$ cat src/rtl/intr_controller.sv
// Machine-mode interrupt sequencer: synchronises interrupt edges, arbitrates by fixed
// priority, flushes/redirects the pipeline into the trap vector and returns on mret.
module intr_controller #(
    parameter int NUM_SRC     = 4,
    parameter int XLEN        = 32,
    parameter int SYNC_STAGES = 2
) (
    input  logic               clk,
    input  logic               reset,
    input  logic [NUM_SRC-1:0] irq_src,
    input  logic [NUM_SRC-1:0] irq_enable,
    input  logic               global_ie,
    input  logic [XLEN-1:0]    mtvec,
    input  logic [XLEN-1:0]    pc_ex,
    input  logic               pc_ex_valid,
    input  logic               stall,
    input  logic               mret,
    output logic               flush,
    output logic               redirect_valid,
    output logic [XLEN-1:0]    redirect_pc,
    output logic [XLEN-1:0]    epc,
    output logic [XLEN-1:0]    cause,
    output logic               in_handler,
    output logic [NUM_SRC-1:0] pending
);

    localparam int IDX_W = (NUM_SRC > 1) ? $clog2(NUM_SRC) : 1;

    typedef enum logic [1:0] {
        IDLE    = 2'd0,
        TAKE    = 2'd1,
        VECTOR  = 2'd2,
        HANDLER = 2'd3
    } state_t;

    state_t             state_r;
    logic [NUM_SRC-1:0] sync_r [SYNC_STAGES];
    logic [NUM_SRC-1:0] sync_prev_r;
    logic [NUM_SRC-1:0] pending_r;
    logic [XLEN-1:0]    epc_r;
    logic [XLEN-1:0]    cause_r;
    logic               in_handler_r;

    logic [NUM_SRC-1:0] rise_s;
    logic [NUM_SRC-1:0] eligible_s;
    logic [NUM_SRC-1:0] clr_s;
    logic [IDX_W-1:0]   winner_s;
    logic               fire_s;
    logic               ret_s;
    logic               abort_s;
    logic [XLEN-1:0]    base_s;
    logic [XLEN-1:0]    vec_pc_s;
    logic [XLEN-1:0]    redirect_pc_s;

    // Lowest set index wins; scanning downward leaves the lowest index last.
    function automatic logic [IDX_W-1:0] lowest_set(input logic [NUM_SRC-1:0] v);
        logic [IDX_W-1:0] idx;
        idx = '0;
        for (int i = NUM_SRC - 1; i >= 0; i--) begin
            if (v[i]) begin
                idx = IDX_W'(i);
            end
        end
        return idx;
    endfunction

    // Input synchronisers plus the delayed copy used for rising-edge detection.
    always_ff @(posedge clk or posedge reset) begin
        if (reset) begin
            for (int s = 0; s < SYNC_STAGES; s++) begin
                sync_r[s] <= '0;
            end
            sync_prev_r <= '0;
        end else begin
            sync_r[0] <= irq_src;
            for (int s = 1; s < SYNC_STAGES; s++) begin
                sync_r[s] <= sync_r[s-1];
            end
            sync_prev_r <= sync_r[SYNC_STAGES-1];
        end
    end

    assign rise_s     = sync_r[SYNC_STAGES-1] & ~sync_prev_r;
    assign eligible_s = pending_r & irq_enable;
    assign winner_s   = lowest_set(eligible_s);

    // Trap-entry and return decisions; these act in the same cycle as the pipeline sees them.
    always_comb begin
        fire_s  = 1'b0;
        ret_s   = 1'b0;
        abort_s = 1'b0;
        case (state_r)
            TAKE: begin
                if ((eligible_s == '0) || !global_ie) begin
                    abort_s = 1'b1;
                end else if (!stall && pc_ex_valid) begin
                    fire_s = 1'b1;
                end else begin
                    fire_s = 1'b0;
                end
            end
            HANDLER: begin
                if (mret && !stall) begin
                    ret_s = 1'b1;
                end else begin
                    ret_s = 1'b0;
                end
            end
            default: begin
                fire_s = 1'b0;
            end
        endcase
    end

    // Clear mask for the source being taken this cycle.
    always_comb begin
        clr_s = '0;
        if (fire_s) begin
            clr_s = {{(NUM_SRC-1){1'b0}}, 1'b1} << winner_s;
        end else begin
            clr_s = '0;
        end
    end

    // Trap target; vectored mode offsets by 4 bytes per cause index.
    always_comb begin
        base_s   = {mtvec[XLEN-1:2], 2'b00};
        vec_pc_s = base_s;
        if (mtvec[1:0] == 2'b01) begin
            vec_pc_s = base_s + (XLEN'(cause_r[IDX_W-1:0]) << 2'd2);
        end else begin
            vec_pc_s = base_s;
        end
    end

    // Redirect target mux: mret return takes precedence over the vector cycle.
    always_comb begin
        redirect_pc_s = '0;
        if (ret_s) begin
            redirect_pc_s = epc_r;
        end else if (state_r == VECTOR) begin
            redirect_pc_s = vec_pc_s;
        end else begin
            redirect_pc_s = '0;
        end
    end

    // Pending latch; a new edge in the same cycle as a clear keeps the bit set.
    always_ff @(posedge clk or posedge reset) begin
        if (reset) begin
            pending_r <= '0;
        end else begin
            pending_r <= (pending_r & ~clr_s) | rise_s;
        end
    end

    // Trap sequencing FSM with saved epc/cause and handler flag.
    always_ff @(posedge clk or posedge reset) begin
        if (reset) begin
            state_r      <= IDLE;
            epc_r        <= '0;
            cause_r      <= '0;
            in_handler_r <= 1'b0;
        end else begin
            case (state_r)
                IDLE: begin
                    if ((eligible_s != '0) && global_ie) begin
                        state_r <= TAKE;
                    end else begin
                        state_r <= IDLE;
                    end
                end
                TAKE: begin
                    if (abort_s) begin
                        state_r <= IDLE;
                    end else if (fire_s) begin
                        epc_r   <= pc_ex;
                        cause_r <= {1'b1, {(XLEN-1-IDX_W){1'b0}}, winner_s};
                        state_r <= VECTOR;
                    end else begin
                        state_r <= TAKE;
                    end
                end
                VECTOR: begin
                    state_r      <= HANDLER;
                    in_handler_r <= 1'b1;
                end
                HANDLER: begin
                    if (ret_s) begin
                        state_r      <= IDLE;
                        in_handler_r <= 1'b0;
                    end else begin
                        state_r <= HANDLER;
                    end
                end
                default: begin
                    state_r      <= IDLE;
                    in_handler_r <= 1'b0;
                end
            endcase
        end
    end

    assign flush          = fire_s | ret_s;
    assign redirect_valid = (state_r == VECTOR) | ret_s;
    assign redirect_pc    = redirect_pc_s;
    assign epc            = epc_r;
    assign cause          = cause_r;
    assign in_handler     = in_handler_r;
    assign pending        = pending_r;

endmodule

$ cat config.mk
export PLATFORM = sky130hd
export DESIGN_NAME = intr_controller
export DESIGN_NICKNAME = d
export VERILOG_FILES = /design/src/rtl/intr_controller.sv
export SDC_FILE = /design/constraint.sdc
export NUM_CORES = 1
export LEC_CHECK = 0
export CORE_MARGIN = 4
export CORE_UTILIZATION = 36
export CTS_CLUSTER_DIAMETER = 60
export DETAILED_ROUTE_END_ITERATION = 10
export PLACE_DENSITY = 0.87
export RECOVER_POWER = 25
export SYNTH_ARGS = -nofsm -noshare
export SYNTH_HDL_FRONTEND = slang
export SYNTH_SLANG_ARGS = --single-unit
$ cat constraint.sdc
create_clock -name clk -period 2.8 [get_ports clk]
set_clock_uncertainty 0.1 [all_clocks]
set_input_delay 0.28 -clock clk [delete_from_list [all_inputs] [get_ports clk]]
set_output_delay 0.28 -clock clk [all_outputs]
set_load 0.05 [all_outputs]
Word-level counts from Yosys, hierarchy flattened

Index checks and enable logic that the tools add are counted.

Bits in registers: 54
Input bits: 78
Output and inout bits: 103
Logic and storage cells: 58

$add $sub $neg: 1
Eq/ne operators: 5
Shift-type cells: 1
Multiplexer cells: 22
Bitwise gates (word level): 9
Reduce and logical (&&, ||, !) cells: 12

Operator list:

| kind                                                               | number |
|---|---|
| 32-bit 2-to-1 mux                                                  | 3 |
| 32-bit by 4-bit adder with 32-bit output                           | 1 |
| 2-bit 2-to-1 mux                                                   | 7 |
| 4-bit bitwise AND                                                  | 3 |
| 1-bit 2-to-1 mux                                                   | 9 |
| 4-bit inverter                                                     | 2 |
| 2-bit case mux with 4 select lines                                 | 1 |
| 2-bit by 1-bit == test with 1-bit output (second input constant)   | 2 |
| 2-bit == test (second input constant)                              | 2 |
| 4-bit logical NOT                                                  | 1 |
| 4-bit 2-to-1 mux                                                   | 1 |
| 4-bit bitwise OR                                                   | 1 |
| 4-bit nonzero test                                                 | 1 |
| 1-bit by 2-bit << shifter with 4-bit output (first input constant) | 1 |
| 1-bit logical AND                                                  | 3 |
| 3-bit AND reduction                                                | 1 |
| 1-bit logical NOT                                                  | 2 |
| 2-bit logical NOT                                                  | 1 |
| 2-bit inequality test (second input constant)                      | 1 |
| 1-bit bitwise OR                                                   | 2 |
| 1-bit case mux with 2 select lines                                 | 1 |
| 2-bit AND reduction                                                | 1 |
| 2-bit nonzero test                                                 | 1 |
| 1-bit logical OR                                                   | 1 |
| 1-bit inverter                                                     | 1 |

Depth between registers and ports, before layout

Word-level depth: 10
Gate-level depth with buffers: 8
Mapped depth without buffers: 7

Least setup slack after synthesis

Ideal clock, no wire load.

Path type: flip-flop to output port
Start point: register cause_r[0], in the netlist cause[0]
End point: output redirect_pc[16]
Arrival time: 3.447 ns
Data required time: 2.420 ns
Setup slack: -1.027 ns
Cell stages (with the launch flop): 9
Buffers on the path: 1
Path through: dfrtp_1 -> ha_1 -> inv_1 -> fa_1 -> nand4bb_4 -> or4_4 -> buf_6 -> xnor2_1 -> o21ai_0

Longest elaborated chain between the ends: 4

Ends and longest elaborated chain:

| item                                     | RTL line | text |
|---|---|---|
| from (decl)                              | 41       | `logic [XLEN-1:0] cause_r;` |
| from (signal assigned)                   | 178      | `cause_r <= {1'b1, {(XLEN-1-IDX_W){1'b0}}, winner_s};` |
| 32-bit by 4-bit adder with 32-bit output | 130      | `vec_pc_s = base_s + (XLEN'(cause_r[IDX_W-1:0]) << 2'd2);` |
| 32-bit 2-to-1 mux                        | 129      | `if (mtvec[1:0] == 2'b01) begin` |
| 32-bit 2-to-1 mux                        | 141      | `end else if (state_r == VECTOR) begin` |
| 32-bit 2-to-1 mux                        | 139      | `if (ret_s) begin` |
| to (decl)                                | 20       | `output logic [XLEN-1:0] redirect_pc,` |

No other way between the ends.

Final worst setup path

Start point: input mtvec[3]
End point: output redirect_pc[26]

Longest elaborated chain between the ends: 4

Ends and longest elaborated chain:

| item                                     | RTL line | text |
|---|---|---|
| from (decl)                              | 13       | `input logic [XLEN-1:0] mtvec,` |
| 32-bit by 4-bit adder with 32-bit output | 130      |  |
| 32-bit 2-to-1 mux                        | 129      |  |
| 32-bit 2-to-1 mux                        | 141      |  |
| 32-bit 2-to-1 mux                        | 139      |  |

No other way between the ends.

==> results.cfg <==
[route]
vias = 3599
drc = 0
viasPerCell = 5.25
firstDrtPassIters = 5
wire_per_inst_um = 17.6
routed_wl_um = 12100
dr.first_iter.drc_count = 180
antenna_left = 0

[final_layout]
drive_gt1_share_pct = 30.0
final_area_mm2 = 0.00591
syn_to_final_growth_pct = 71.0
layout.nets = 636
fin_cells = 685
final_common_cell = clkdlybuf4s50_1
fillers = 746
final_cell_mix = clkdlybuf4s50_1 (111), dfrtp_1 (52), buf_4 (52)
antenna_cells = 0

[pwr]
p_leak_nw = 2.50
p_per_area_mw_per_mm2 = 921
worst_ir_drop_vdd_v = 0.000773

[global_route]
grt_max_degree = 30
grt_pass1_vias = 3710
grt_overflow = 0
grt_pass1_wl_um = 19000
antenna_found_initial = 0
track_usage_pct = 21.0

[sta]
period_minus_slack_ns = 3.21
tightest_slew_ns = 1.01
finalSetupViolations = 11
rsz0062_at_grt = yes
relSlewSlack_pct = 32.5
drv_slew = 0
worst_slack_ns = -0.412
post-route-period-util_pct = 115
hold_viol_final = 0
max_freq_mhz = 311

[critical_path]
arrival_ns = 2.83
end_kind = output port
path_max_fanout = 7
setup.worst_path.class = primary input to output port
critPathLaunchType = primary input
required_ns = 2.42

[cts]
cts-root-buf = clkbuf_8
clkSinkCount = 54
numCtsBuffers = 5
cts_tree = built
cts_htree_levels = 2
clk_latency_ns = 0.31
clockBufferDepth = 2
clk_pin_slew_ns = 0.11

[placed_design]
place_area_mm2 = 0.00567
place_inst = 671
gp_congestion = 0.801
hpwl_um = 9230
io_buffers = 151

[synthesis]
async_flop_share_pct = 100
syn_avg_cell_area_um2 = 9.47
ys_seq_area_share_pct = 39.1
synthesis.instances = 365
synth-edff-count = 0
synth_area_leader_cell = dfrtp_1
yosysWarnings = 0
synth_top_area_share_pct = 39.1
synthDistinctLibCells = 56
synthesis.area_mm2 = 0.00346
synth-seq-cells = 54
synth_ff_type = dfrtp_1
ys_top_cells_by_area = dfrtp_1 (39%), mux2_2 (10%), buf_4 (6.3%), nand2_1 (4.2%), nand3_1 (2.9%)

[job]
cap_violations = 0

[floorplanning]
io_pins = 181
initial_core_util_pct = 37.2
fp.dieArea_mm2 = 0.0112
rows = 35
core-area_mm2 = 0.00928
fp.dieH_um = 106
fp.dieW_um = 106

[hold_path]
hp-class = flop to flop

[outcome]
outcome = finished with violations
violations = negative setup slack
## registers in the layout (all words and copies together) (netlist names)
name	flops
epc	32
sync_r	8
pending	4
sync_prev_r	4
cause	3
state_r	2
in_handler	1
## cell usage after synthesis (all sizes together), types with 6 or more instances
library cell	n
nand2	39
nor2	18
mux2	32
inv	14
clkbuf	12
xnor2	11
buf	37
nand4	11
dfrtp	54
nor4	6
o21ai	16
nand3	20
o211ai	8
or4	9
nor3	11
and2	6
## area by class of cell
class,instances,area (um^2),share of cell area (%)
Timing Repair Buffer,203,2200,37.3
Multi-Input combinational cell,277,2040,34.5
Sequential cell,54,1350,22.9
Tap cell,129,161,2.73
Clock buffer,5,68.8,1.16
Inverter,14,52.6,0.889
Clock inverter,3,28.8,0.487
## power by group
group | switching, mW | internal, mW
logic | 2.23 | 1.45
clock network | 0.296 | 0.187
registers | 0.223 | 1.06
total | 2.75 | 2.69
## what timing repair did
action / in CTS / in global routing
cloned: 1 / 0
pin swaps: 3 / 14
gates resized for setup: 7 / 14
buffers inserted: 2 / 3
hold buffers: 0 / 0
setup endpoints to repair: 13 / 20
## worst max-delay path: stages
cell and delay, ns:
clkdlybuf4s50_1 0.48, inv_1 0.07, fa_2 0.39, nand4bb_4 0.24, or4_4 0.59, o311a_1 0.32
a221o_2 0.31, buf_6 0.16
## path summary, 6_finish.rpt
kind | cells after the start | endpoint | slack, ns | start
worst min register to register | 0 | sync_r[0] | 0.27 | sync_r[4]
worst max-delay path | 8 | redirect_pc[26] | -0.41 | mtvec[3]
max in group asynchronous | 3 | epc[25] | 0.78 | reset
min in group asynchronous | 2 | sync_r[7] | 0.53 | reset
worst max register to register | 4 | epc[26] | 0.87 | state_r[1]
worst min-delay path | 0 | sync_r[0] | 0.27 | sync_r[4]
## metal layers
metal | vias up | track usage, % | wire [um]
met1 | 1751 | 25.4 | 4660
met3 | 16 | 4.25 | 944
met5 | - | 0 | 0
met4 | 0 | 5.55 | 182
li1 | 1647 | - | -
met2 | 185 | 37.9 | 6300
## metrics by stage
stage | total power [mW] | utilization [%] | hold WS, ns | worst slack (ns) | TNS (ns)
after floorplan | 3.45 | - | 0.211 | -0.243 | -1.17
after global placement | 4.89 | 61.1 | 0.232 | -0.560 | -3.74
after detailed placement | 4.96 | 61.1 | 0.241 | -0.598 | -4.15
after CTS | 5.46 | 62.8 | 0.258 | -0.412 | -2.97
after global routing | 5.67 | 63.7 | 0.277 | -0.480 | -4.56
final | 5.44 | 63.7 | 0.266 | -0.412 | -3.05
## logic make-up (layout without fill, tap and decap cells)
| kind of cell | after synthesis | in the layout | share of synthesized area [%] |
|---|---|---|---|
| muxes | 34 | 34 | 11.0 |
| AOI/OAI and AO/OA | 56 | 56 | 12.0 |
| and+or+nand+nor | 143 | 144 | 22.9 |
| other | 1 | 29 | 0.108 |
| buffers and inverters | 63 | 225 | 10.8 |
| xor gates and xnor gates | 11 | 11 | 2.79 |
| adders and majority gates | 3 | 3 | 1.30 |
| DFF | 54 | 54 | 39.1 |
Note: power is estimated with default switching activity, not from simulation.
